$ cat config.mk
export PLATFORM = sky130hd
export DESIGN_NAME = alu_cmd_ctrl
export DESIGN_NICKNAME = d
export VERILOG_FILES = /design/src/rtl/alu_cmd_ctrl.sv
export SDC_FILE = /design/constraint.sdc
export NUM_CORES = 1
export LEC_CHECK = 0
export BUFFER_PORTS_ARGS = -buffer_cell sky130_fd_sc_hd__buf_2
export CORE_MARGIN = 5
export CORE_UTILIZATION = 45
export DETAILED_ROUTE_END_ITERATION = 8
export GPL_TIMING_DRIVEN = 0
export PLACE_DENSITY = 0.77
export SETUP_SLACK_MARGIN = 0.02
export SLEW_MARGIN = 20
export SYNTH_ARGS = -nofsm -noshare
export SYNTH_HDL_FRONTEND = slang
export SYNTH_SLANG_ARGS = --single-unit
$ cat constraint.sdc
create_clock -name clk -period 1.6 [get_ports clk]
set_input_delay 0.4 -clock clk [delete_from_list [all_inputs] [get_ports clk]]
set_output_delay 0.4 -clock clk [all_outputs]
set_load 0.02 [all_outputs]
$ cat src/rtl/alu_cmd_ctrl.sv
// Command-side ALU controller: assembles ALU frames from received bytes, strobes the ALU,
// and returns the 16-bit result as two bytes (low first) to the transmit path.
module alu_cmd_ctrl #(
  parameter int                  DATA_WIDTH = 8,
  parameter int                  FUN_WIDTH  = 4,
  parameter logic [DATA_WIDTH-1:0] OP_ALU     = 8'hCC,
  parameter logic [DATA_WIDTH-1:0] OP_ALU_NOP = 8'hDD
) (
  input  logic                      clk,
  input  logic                      rst,
  input  logic [DATA_WIDTH-1:0]     rxData,
  input  logic                      rxValid,
  output logic [DATA_WIDTH-1:0]     aluA,
  output logic [DATA_WIDTH-1:0]     aluB,
  output logic [FUN_WIDTH-1:0]      aluFunc,
  output logic                      aluEn,
  input  logic [2*DATA_WIDTH-1:0]   aluResult,
  input  logic                      aluValid,
  output logic [DATA_WIDTH-1:0]     txData,
  output logic                      txValid,
  input  logic                      txReady,
  output logic                      busy,
  output logic                      cmdErr,
  output logic                      rxDrop
);

  typedef enum logic [2:0] {
    IDLE, GET_A, GET_B, GET_FUN, ALU_RUN, WAIT_RES, SEND_LO, SEND_HI
  } state_e;

  state_e                    state_q, state_d;
  logic [DATA_WIDTH-1:0]     aluA_q, aluA_d, aluB_q, aluB_d;
  logic [FUN_WIDTH-1:0]      aluFunc_q, aluFunc_d;
  logic                      aluEn_q, aluEn_d;
  logic [2*DATA_WIDTH-1:0]   result_q, result_d;
  logic [DATA_WIDTH-1:0]     txData_q, txData_d;
  logic                      txValid_q, txValid_d;
  logic                      busy_q, busy_d;
  logic                      cmdErr_q, cmdErr_d;
  logic                      rxDrop_q, rxDrop_d;

  always_comb begin
    state_d   = state_q;
    aluA_d    = aluA_q;
    aluB_d    = aluB_q;
    aluFunc_d = aluFunc_q;
    aluEn_d   = 1'b0;
    result_d  = result_q;
    txData_d  = txData_q;
    txValid_d = txValid_q;
    cmdErr_d  = 1'b0;
    rxDrop_d  = 1'b0;
    case (state_q)
      IDLE: begin
        if (rxValid) begin
          if (rxData == OP_ALU)          state_d = GET_A;
          else if (rxData == OP_ALU_NOP) state_d = GET_FUN;
          else                           cmdErr_d = 1'b1;
        end
      end
      GET_A: begin
        if (rxValid) begin
          aluA_d  = rxData;
          state_d = GET_B;
        end
      end
      GET_B: begin
        if (rxValid) begin
          aluB_d  = rxData;
          state_d = GET_FUN;
        end
      end
      GET_FUN: begin
        // Upper nibble must be clear; a bad function byte aborts but keeps latched operands.
        if (rxValid) begin
          if (rxData[DATA_WIDTH-1:FUN_WIDTH] == '0) begin
            aluFunc_d = rxData[FUN_WIDTH-1:0];
            aluEn_d   = 1'b1;
            state_d   = ALU_RUN;
          end else begin
            cmdErr_d = 1'b1;
            state_d  = IDLE;
          end
        end
      end
      ALU_RUN: begin
        rxDrop_d = rxValid;
        state_d  = WAIT_RES;
      end
      WAIT_RES: begin
        rxDrop_d = rxValid;
        if (aluValid) begin
          result_d  = aluResult;
          txData_d  = aluResult[DATA_WIDTH-1:0];
          txValid_d = 1'b1;
          state_d   = SEND_LO;
        end
      end
      SEND_LO: begin
        rxDrop_d = rxValid;
        if (txReady) begin
          txData_d = result_q[2*DATA_WIDTH-1:DATA_WIDTH];
          state_d  = SEND_HI;
        end
      end
      SEND_HI: begin
        rxDrop_d = rxValid;
        if (txReady) begin
          txValid_d = 1'b0;
          state_d   = IDLE;
        end
      end
      default: state_d = IDLE;
    endcase
    busy_d = (state_d != IDLE);
  end

  always_ff @(posedge clk) begin
    if (rst) begin
      state_q   <= IDLE;
      aluA_q    <= '0;
      aluB_q    <= '0;
      aluFunc_q <= '0;
      aluEn_q   <= 1'b0;
      result_q  <= '0;
      txData_q  <= '0;
      txValid_q <= 1'b0;
      busy_q    <= 1'b0;
      cmdErr_q  <= 1'b0;
      rxDrop_q  <= 1'b0;
    end else begin
      state_q   <= state_d;
      aluA_q    <= aluA_d;
      aluB_q    <= aluB_d;
      aluFunc_q <= aluFunc_d;
      aluEn_q   <= aluEn_d;
      result_q  <= result_d;
      txData_q  <= txData_d;
      txValid_q <= txValid_d;
      busy_q    <= busy_d;
      cmdErr_q  <= cmdErr_d;
      rxDrop_q  <= rxDrop_d;
    end
  end

  assign aluA    = aluA_q;
  assign aluB    = aluB_q;
  assign aluFunc = aluFunc_q;
  assign aluEn   = aluEn_q;
  assign txData  = txData_q;
  assign txValid = txValid_q;
  assign busy    = busy_q;
  assign cmdErr  = cmdErr_q;
  assign rxDrop  = rxDrop_q;

endmodule

==> summary.txt <==
Clock tree
  • Clock buffer count from CTS: 5
  • TritonCTS Sinks: between 40 and 50
  • Clk Latency, worst-skew pair: roughly 0.3 ns
  • Clock transition at the registers of the reported paths: approximately 0.080 ns
  • CTS tree: built
  • Clk root buf: clkbuf_8
  • Max clock buf depth: 2
  • Htree depth: 2
  • CTS Hold Buffers Added: 0

Setup path
  • Setup crit end kind: flip-flop
  • Crit Path Class: flip-flop to flip-flop
  • Critical R2R Capture: txData[4]
  • R2R setup slack: ~0.13 ns
  • Worst path arrival time: about 1.7 ns
  • Critical Path RT: around 1.8 ns
  • R2R cell count: 5
  • Crit-path max FO: 9
  • CP Launch Type: flip-flop
  • Worst reg2reg path startpoint: state_q[0]

Flow run
  • Maxcap violations: 0

Synth
  • Async SR Flop Fraction: 0
  • Sequential cell area fraction in the yosys report: 0.471
  • Avg Cell Area, Syn: ~8.4 µm²
  • Ys flop type: dfxtp_1
  • Distinct cells, synth: 39
  • Syn nets: approximately 250
  • Syn Std Cell Area: between 0.0015 and 0.002 mm²
  • Synth top area share: 0.471
  • Cells after Synth: 224
  • Synth area leaders: dfxtp_1 (47%), nand2_1 (12%), a21oi_1 (7.5%)
  • Cell taking the most area after synthesis: dfxtp_1
  • Seq cells post-synth: 44
  • Synth Warn #: 0
  • Post-synth EDFFs: 0

Detailed routing
  • WL per Instance: between 10 and 15 µm
  • Starting DRT DRC Count: between 80 and 90
  • Post-Route WL: between 4 and 5 mm
  • Vias per Instance: 5.21
  • Post-DRT Antenna Nets: 0
  • Routed vias: 1793
  • First-pass DRT Iterations: 4
  • Post-route DRC: 0

Min path
  • Hold Path Origin: rst
  • Hold Path Class: primary input to flip-flop
  • WHS Path Cells: 2
  • Min-Delay Endpoint: state_q[2]

Global route
  • GRT Resource Usage Total: 0.173
  • GRT overflow: 0
  • Initial antenna violation count: 0
  • Global-route wire length before repair: 7.51 mm
  • Vias in the first global route: between 1500 and 2000
  • Pin count of the biggest net entering global routing: 15

Cells and area
  • Filler cells: about 380
  • Cell Count, Final, Fillers Out: 344
  • Share of layout cells above drive strength 1: 0.310
  • Commonest non-fill, non-tap cells in the layout: buf_2 (60), nand2_1 (59), dfxtp_1 (42)
  • Layout area overhead: 30.4%
  • Commonest non-fill, non-tap cell in the layout: buf_2
  • Diodes inserted: 0
  • Net count, final: 322

Outcome
  • Status: complete, no violations

STA
  • Worst hold margin: 0.312 ns
  • Period utilisation layout: 0.922
  • F_max: between 600 and 700 MHz
  • Pins Over Slew Limit: 0
  • Skew final: slightly above 0.005 ns
  • Final min period: about 1.5 ns
  • Relative slew slack: 0.657
  • Setup Viol. Count Final: 0
  • Worst slew pin tran: slightly above 0.5 ns
  • RSZ-0062 raised after global routing: no
  • Hold Vio Cnt, Final: 0

Power and ir drop
  • Leak: between 0.001 and 0.0015 µW
  • Max IR drop VDD: between 0.6 and 0.7 mV
  • Total Power: ~2400 µW
  • PwrDens: 979 mW/mm²

Floorplanning
  • Die area: 0.00555 mm²
  • Initial cell density of the core: 0.465
  • Die X: about 74 µm
  • Io pins: 62
  • Die Ht: between 70 and 80 µm
  • Placeable Area: between 0.004 and 0.005 mm²
  • FP Rows: 23

Place
  • Placed Instances: 334
  • Number of port buffers: 60
  • Gp weighted congestion: 0.854
  • DP HPWL: between 3 and 4 mm
state kept, by name, indices dropped and copies added, names as in the netlist:
name and flops:
result_q 8, aluFunc 4, cmdErr 1, busy 1
aluB 8, aluEn 1, aluA 8, rxDrop 1
txData 8, state_q 3, txValid 1
power by group:
part | leakage, µW | total (µW) | switching, µW | internal (µW)
Combinational | 0.000593 | 124 | 72.8 | 51.1
Sequential | 0.000356 | 1100 | 3.20 | 1100
Clock | 0.0000784 | 1160 | 383 | 781
Total | 0.00103 | 2390 | 459 | 1930
kinds of logic (layout without fill, tap and decap cells):
group,count (synthesis),count (layout),synth area share
AOI/OAI and AO/OA,47,47,0.158
DFF,44,44,0.471
buffers and inverters,16,86,0.0582
xor gates and xnor gates,1,1,0.00468
and+or+nand+nor,112,112,0.287
muxes,4,4,0.0214
cell type report:
cell class | count | area [µm²] | share of cell area
well taps | 50 | 62.6 | 0.0256
clock inverters | 3 | 90.1 | 0.0369
clock buffers | 5 | 68.8 | 0.0282
inverters | 3 | 11.3 | 0.00461
repair buffers | 62 | 315 | 0.129
multi-input cells | 164 | 911 | 0.373
flip-flops and latches | 44 | 883 | 0.362
plain buffers | 13 | 98.8 | 0.0405
worst max path at each step:
| stage | from | end | slack, ns | cells after the start |
|---|---|---|---|---|
| 6_report | state_q[0] | txData[4] | 0.13 | 5 |
| 5_1_grt | state_q[0] | txData[5] | 0.03 | 5 |
| 4_1_cts | state_q[0] | txData[6] | 0.05 | 5 |
| 3_5_place_dp | rxData[7] | aluFunc[3] | -0.23 | 5 |
| 3_3_place_gp | rxData[7] | aluFunc[1] | -0.22 | 5 |
| 2_1_floorplan | rxData[7] | aluFunc[0] | -0.004 | 4 |
critical path, stage by stage, from the launching register on:
cell and delay (ns):
dfxtp_2 0.36, nand3b_2 0.34, o21ai_4 0.22, buf_4 0.16, nor2_1 0.04, a311oi_1 0.25
synthesized netlist by cell type (2+ instances only):
cell,number
and3_1,2
clkbuf_1,6
mux2i_1,4
dfxtp_1,44
a311oi_1,9
nor2b_1,4
nand4b_1,2
a21oi_1,28
nor2_1,20
nand3_1,12
o21ai_0,2
nand2_1,59
inv_1,3
buf_6,4
metal layers:
layer,up-vias,share of wire,track usage
met5,-,0,0
met4,0,0.0048,0.0356
met3,4,0.086,0.0608
met2,50,0.47,0.289
met1,829,0.44,0.217
li1,910,-,-
per-stage QoR:
| stage | area [µm²] | setup slack [ns] | TNS [ns] | utilization |
|---|---|---|---|---|
| 2_1_floorplan | 1870 | -0.00408 | -0.0163 | - |
| 3_3_place_gp | 2230 | -0.222 | -1.62 | 0.555 |
| 3_5_place_dp | 2230 | -0.229 | -1.69 | 0.555 |
| 4_1_cts | 2410 | 0.0514 | 0 | 0.598 |
| 5_1_grt | 2440 | 0.0328 | 0 | 0.606 |
| 6_report | 2440 | 0.125 | 0 | 0.606 |
timing repair:
item                       CTS  global route
pin swaps                    0             2
setup buffers                1             1
gates resized for setup      2             6
setup endpoints to repair   11            20
gates cloned                 0             0
Power figures use the tool's default switching activity.
